`src/rtl/bus_hub.sv`:
```
// Shared-bus hub: priority-resolved data bus, CPU phase tracker locked to sync,
// and contention/sync error capture with saturating event count.
module bus_hub #(
  parameter int                 NUM_DEV = 8,
  parameter int                 DATA_W  = 4,
  parameter int                 CNT_W   = 8,
  parameter logic [DATA_W-1:0]  PARK    = '0
) (
  input  logic                        clock,
  input  logic                        reset,
  input  logic                        halt,
  input  logic                        sync,
  input  logic [NUM_DEV*DATA_W-1:0]   dev_data,
  input  logic [NUM_DEV-1:0]          dev_en,
  input  logic                        clear_err,
  output logic [DATA_W-1:0]           bus,
  output logic [2:0]                  phase,
  output logic                        phase_valid,
  output logic                        sync_err,
  output logic                        contention,
  output logic [CNT_W-1:0]            err_count,
  output logic [NUM_DEV-1:0]          first_mask,
  output logic [2:0]                  first_phase
);

  typedef enum logic {UNLOCKED = 1'b0, LOCKED = 1'b1} state_t;

  state_t            state_q, state_d;
  logic [2:0]        phase_d;
  logic              serr_set;
  logic              multi;
  logic [NUM_DEV-1:0] en_m1;

  localparam logic [CNT_W-1:0] CNT_MAX = {CNT_W{1'b1}};

  // Lowest-index enabled device wins; scan from the top so the lowest overwrites last.
  always_comb begin
    bus = PARK;
    for (int i = NUM_DEV - 1; i >= 0; i--) begin
      if (dev_en[i]) bus = dev_data[i*DATA_W +: DATA_W];
    end
  end

  // Clearing the lowest set bit leaves something only when two or more are set.
  assign en_m1 = dev_en - {{(NUM_DEV-1){1'b0}}, 1'b1};
  assign multi = |(dev_en & en_m1);

  always_comb begin
    state_d  = state_q;
    phase_d  = phase;
    serr_set = 1'b0;
    case (state_q)
      UNLOCKED: begin
        phase_d = 3'd0;
        if (sync) state_d = LOCKED;
      end
      LOCKED: begin
        if (!halt) begin
          if (sync) begin
            phase_d  = 3'd0;
            serr_set = (phase != 3'd7);
          end else if (phase == 3'd7) begin
            phase_d  = 3'd0;
            state_d  = UNLOCKED;
            serr_set = 1'b1;
          end else begin
            phase_d = phase + 3'd1;
          end
        end
      end
      default: begin
        state_d = UNLOCKED;
        phase_d = 3'd0;
      end
    endcase
  end

  always_ff @(posedge clock) begin
    if (reset) begin
      state_q <= UNLOCKED;
      phase   <= 3'd0;
    end else begin
      state_q <= state_d;
      phase   <= phase_d;
    end
  end

  assign phase_valid = (state_q == LOCKED);

  // Error capture: a fresh event on the same cycle as clear_err survives the clear.
  always_ff @(posedge clock) begin
    if (reset) begin
      sync_err    <= 1'b0;
      contention  <= 1'b0;
      err_count   <= '0;
      first_mask  <= '0;
      first_phase <= 3'd0;
    end else begin
      contention <= multi;

      if (serr_set)       sync_err <= 1'b1;
      else if (clear_err) sync_err <= 1'b0;

      if (clear_err)                        err_count <= multi ? {{(CNT_W-1){1'b0}}, 1'b1} : '0;
      else if (multi && err_count != CNT_MAX) err_count <= err_count + 1'b1;

      if (multi && (clear_err || err_count == '0)) begin
        first_mask  <= dev_en;
        first_phase <= phase;
      end else if (clear_err) begin
        first_mask  <= '0;
        first_phase <= 3'd0;
      end
    end
  end

endmodule

```
`config.mk`:
```
export PLATFORM = sky130hd
export DESIGN_NAME = bus_hub
export DESIGN_NICKNAME = d
export VERILOG_FILES = /design/src/rtl/bus_hub.sv
export SDC_FILE = /design/constraint.sdc
export NUM_CORES = 1
export LEC_CHECK = 0
export BUFFER_PORTS_ARGS = -buffer_cell sky130_fd_sc_hd__buf_2
export CELL_PAD_IN_SITES_DETAIL_PLACEMENT = 1
export CELL_PAD_IN_SITES_GLOBAL_PLACEMENT = 1
export CORE_ASPECT_RATIO = 1.25
export CORE_MARGIN = 2
export CORE_UTILIZATION = 35
export CTS_BUF_LIST = sky130_fd_sc_hd__clkbuf_8
export CTS_CLUSTER_DIAMETER = 100
export CTS_CLUSTER_SIZE = 8
export DETAILED_ROUTE_END_ITERATION = 8
export PLACE_DENSITY_LB_ADDON = 0.1
export SLEW_MARGIN = 0
export SYNTH_ARGS = -nofsm -noshare
export SYNTH_HDL_FRONTEND = slang
export SYNTH_SLANG_ARGS = --single-unit
```
`constraint.sdc`:
```
create_clock -name clock -period 4.35 [get_ports clock]
set_clock_uncertainty 0.05 [all_clocks]
set_input_delay 0.2175 -clock clock [delete_from_list [all_inputs] [get_ports clock]]
set_output_delay 0.2175 -clock clock [all_outputs]
set_load 0.03 [all_outputs]
```
# After elaboration in Yosys (flattened, before gate mapping)
# Index checks and enable logic that the tools add are counted.
[op_classes]
addsub = 3
n_eq_ne = 4
mux = 30
bitwise_logic = 2
n_reduce_logical = 8
[op_table]
columns = ["op", "n"]
rows = [
  ["$mux 4", 8],
  ["$mux 8", 4],
  ["$mux 3", 5],
  ["$mux 1", 11],
  ["$add 8x1->8 const B", 1],
  ["$and 8x8->8", 1],
  ["$logic_not 8->1", 1],
  ["$ne 8x8->1 const B", 1],
  ["$reduce_or 8->1", 1],
  ["$sub 8x1->8 const B", 1],
  ["$pmux 3 s2", 1],
  ["$reduce_bool 2->1", 3],
  ["$add 3x1->3 const B", 1],
  ["$eq 3x3->1 const B", 1],
  ["$ne 3x3->1 const B", 1],
  ["$logic_and 1x1->1", 2],
  ["$ne 2x2->1 const B", 1],
  ["$pmux 1 s2", 1],
  ["$logic_or 1x1->1", 1],
  ["$not 1->1", 1],
]
[totals]
regBits = 25
inputBits = 45
output_inout_bits = 29
word_cells = 54

# Longest topological paths before layout
[depth]
word_depth = 8
depth_mapped = 7
depth_no_buf = 6

# Least setup slack after synthesis
# Ideal clock, no wire load.
[synth_path]
path_kind = "register to register"
from = "register err_count[0]"
to = "register err_count[0]"
setup_time_ps = 141
arrival_time_ps = 1562
t_required_ps = 4159
slack_ps = 2597
path_stages_with_launch = 7
path_buffers = 0
synth_period_minus_slack_ps = 1753
cell_sequence = "dfxtp_1 -> ha_1 -> nand4_1 -> nor2_1 -> o21ai_0 -> nand2b_1 -> a21oi_1"
[synth_between]
elab_chain_cells = 3
[synth_rtl]
columns = ["element", "line_no", "source"]
rows = [
  ["start: declaration", "21", "output logic [CNT_W-1:0] err_count,"],
  ["start signal: assignment", "104", "if (clear_err) err_count <= multi ? {{(CNT_W-1){1'b0}}, 1'b1} : '0;"],
  ["start signal: assignment", "105", "else if (multi && err_count != CNT_MAX) err_count <= err_count + 1'b1;"],
  ["$add 8x1->8 / $ne 8x8->1 (equally long branches)", "105", ""],
  ["$mux 8 / $logic_and 1x1->1 (equally long branches)", "105", ""],
  ["$mux 8 / $reduce_bool 2->1 (equally long branches)", "-", ""],
]
# Parallel ways exist; a longest one is shown, timed or not. The select of a mux whose other input is x is not followed.
# A chain may end at the register's enable or synchronous reset.

# Worst setup path after layout
# Ends and elaborated chain as after synthesis.

==> impl_metrics.toml <==
[setup_path]
cp_data_required_time_ps = 4450
reg2reg_depth = 6
r2r_slack_ps = 2410
r2r_start = "err_count[0]"
cp-start-kind = "register"
end_kind = "register"
critical_path_arrival_ps = 2040
worst-setup-path-type = "reg -> reg"
worst-path-max-fanout = 10
timing.rr.end = "err_count[0]"

[detailed_routing]
routed_via_density = 5.226
ant_nets = 0
drcViolationCount = 0
vias = 1735
wl_mm = 4.582
drtPass1Iterations = 2
drt_iter0_drc = 51
wl_per_cell_um = 13.80

[place]
placed_area_um2 = 2027
portBuffers = 73
hpwl_mm = 3.581
dp_slack_ps = 2194
routabilityCongestion = 0.7708

[synth]
synth_flop_cell = "dfxtp_1"
async_flop_share_pct = 0
ys_ff_latch = 25
yosysSeqAreaShare_pct = 29.85
synth.avg_cell_area_um2 = 8.022
yosysUniqueCellTypes = 40
postSynthCellCount = 209
syn_area_um2 = 1677
synth_edf_count = 0
synth.net_count = 259
yosys_warnings = 0

[clocking]
post_cts_buffers = 0
clock_latency_ps = 270
cts.hold.buffers_added = 0
clkTransAtPathRegs_ps = 90
clockRootBuffer = "clkbuf_8"
cts_buffer_depth = 2
numCtsBuffers = 3
cts_tree = "yes"
htree_levels = 1
cts.sinks = 25
ctsResizeCount = 0

[cells_and_area]
seqCellArea_um2 = 500.5
fillCellCount = 623
stdcell_area_um2 = 2072
multiInputGateArea_um2 = 1022
fin_util_pct = 44.47
final_cell_mix = "buf_2, dfxtp_1, nand2_1"
fin_nets = 323
layout_commonest_cell = "buf_2"
diodes = 0
syn_to_final_growth_pct = 23.58
drive_gt1_share_pct = 36.40

[floorplan]
die_x_um = 65.91
initial_core_util_pct = 35.98
dieArea_um2 = 5363
core_area_um2 = 4659
io_pins = 74
rows = 28
dieHeight_um = 81.38

[sta]
setup_viol = 0
min_period_over_period_pct = 44.66
min_period_ps = 1943
maxSlewHeadroom_pct = 50.24
rsz0062_at_grt = "no"
setup_ws_ps = 2407
max_freq_ghz = 0.5147
whs_ps = 225.8
setup_tns_ps = 0
worst_pin_slew_ps = 746.3
finalMaxSlewViolations = 0
finalHoldViolCount = 0

[global_routing]
overflow = 0
antenna_found_initial = 0
grt_pass1_wl_mm = 7.486
track_usage_pct = 17.56
grt_max_degree = 30
first_global_vias = 1648

[hold_path]
min_from = "sync"
hold_class = "in -> reg"
hold-path-cell-count = 3
hold_path_end = "phase_valid"

[pwr]
powerDensity_nw_per_um2 = 250.9
irDropWorstVdd_uv = 167.3
leakagePower_nw = 0.9066

[run_status]
status = "complete, no violations"

[job]
max-cap-violations = 0
kinds of logic after synthesis:
logic type / count (synthesis) / share of synthesized area, %
DFF: 25 / 29.85
and+or+nand+nor: 81 / 26.05
AOI/OAI and AO/OA: 67 / 31.19
adders and majority gates: 5 / 3.731
buffers and inverters: 31 / 9.179
how the worst max path moves through the flow:
| stage | slack (ps) | end | from |
|---|---|---|---|
| 2_1_floorplan | 2600 | err_count[0] | err_count[0] |
| 3_3_place_gp | 2280 | first_mask[4] | dev_en[1] |
| 3_5_place_dp | 2190 | first_mask[4] | dev_en[1] |
| 4_1_cts | 2420 | err_count[0] | err_count[0] |
| 5_1_grt | 2250 | err_count[0] | err_count[0] |
| 6_report | 2410 | err_count[0] | err_count[0] |
through the flow:
step	instances	total power, mW
6_report	332	0.5199
5_1_grt	332	0.5494
4_1_cts	332	0.5258
3_5_place_dp	328	0.3869
3_3_place_gp	328	0.3862
2_1_floorplan	209	0.3446
layer usage:
metal | GRT usage [%] | up-vias | share of wire (%)
met5 | 0 | - | 0
met4 | 1.250 | 0 | 0
met3 | 3.463 | 0 | 5.2
met2 | 31.01 | 43 | 50
met1 | 22.90 | 819 | 45
li1 | - | 873 | -
where the power goes:
part	internal, mW	switching [mW]	total, mW
logic	0.0510	0.0839	0.135
registers	0.238	0.00756	0.245
clock network	0.0633	0.0764	0.140
total	0.352	0.168	0.520
cells in the mapped netlist (2+ instances only):
| master | count | area share, % |
|---|---|---|
| dfxtp_1 | 25 | 30 |
| nand2_1 | 24 | 5.4 |
| a21oi_1 | 22 | 6.6 |
| inv_1 | 17 | 3.8 |
| nand2b_1 | 16 | 6.0 |
| o21ai_0 | 13 | 3.9 |
| nor2_1 | 12 | 2.7 |
| o32ai_2 | 10 | 9.7 |
| clkbuf_1 | 6 | 1.3 |
| ha_1 | 5 | 3.7 |
| a31o_2 | 4 | 2.1 |
| buf_6 | 4 | 2.7 |
| nand3_1 | 4 | 1.2 |
| nand3b_1 | 4 | 1.8 |
| o31ai_1 | 4 | 1.8 |
| or4_1 | 4 | 1.8 |
| nor3_1 | 3 | 0.90 |
| a22oi_1 | 2 | 0.90 |
| a22oi_2 | 2 | 1.5 |
| buf_2 | 2 | 0.60 |
| nor3b_1 | 2 | 0.90 |
| nor4b_1 | 2 | 1.0 |
| o211ai_1 | 2 | 0.90 |
| o21ai_1 | 2 | 0.60 |
| or2_2 | 2 | 0.75 |
| or3_1 | 2 | 0.75 |
state kept, by name, indices dropped and copies added, names as in the netlist:
name / flops
err_count: 8
sync_err: 1
contention: 1
first_mask: 8
phase_valid: 1
first_phase: 3
phase: 3
worst max-delay path: stages, from the launching register on:
cell and delay (ps):
dfxtp_1 480, ha_1 300, nand4_1 150, nor2_1 510, o21ai_0 160, nand2b_1 110, a21oi_1 60
cell type report:
| cell class | instances | share of cell area, % |
|---|---|---|
| clock inverter | 1 | 0.1812 |
| sequential | 25 | 24.15 |
| multi-input combinational | 153 | 49.34 |
| clock buffer | 3 | 1.993 |
| timing repair buffer | 73 | 17.63 |
| inverter | 17 | 3.080 |
| tap | 60 | 3.623 |
Power figures use the tool's default switching activity.
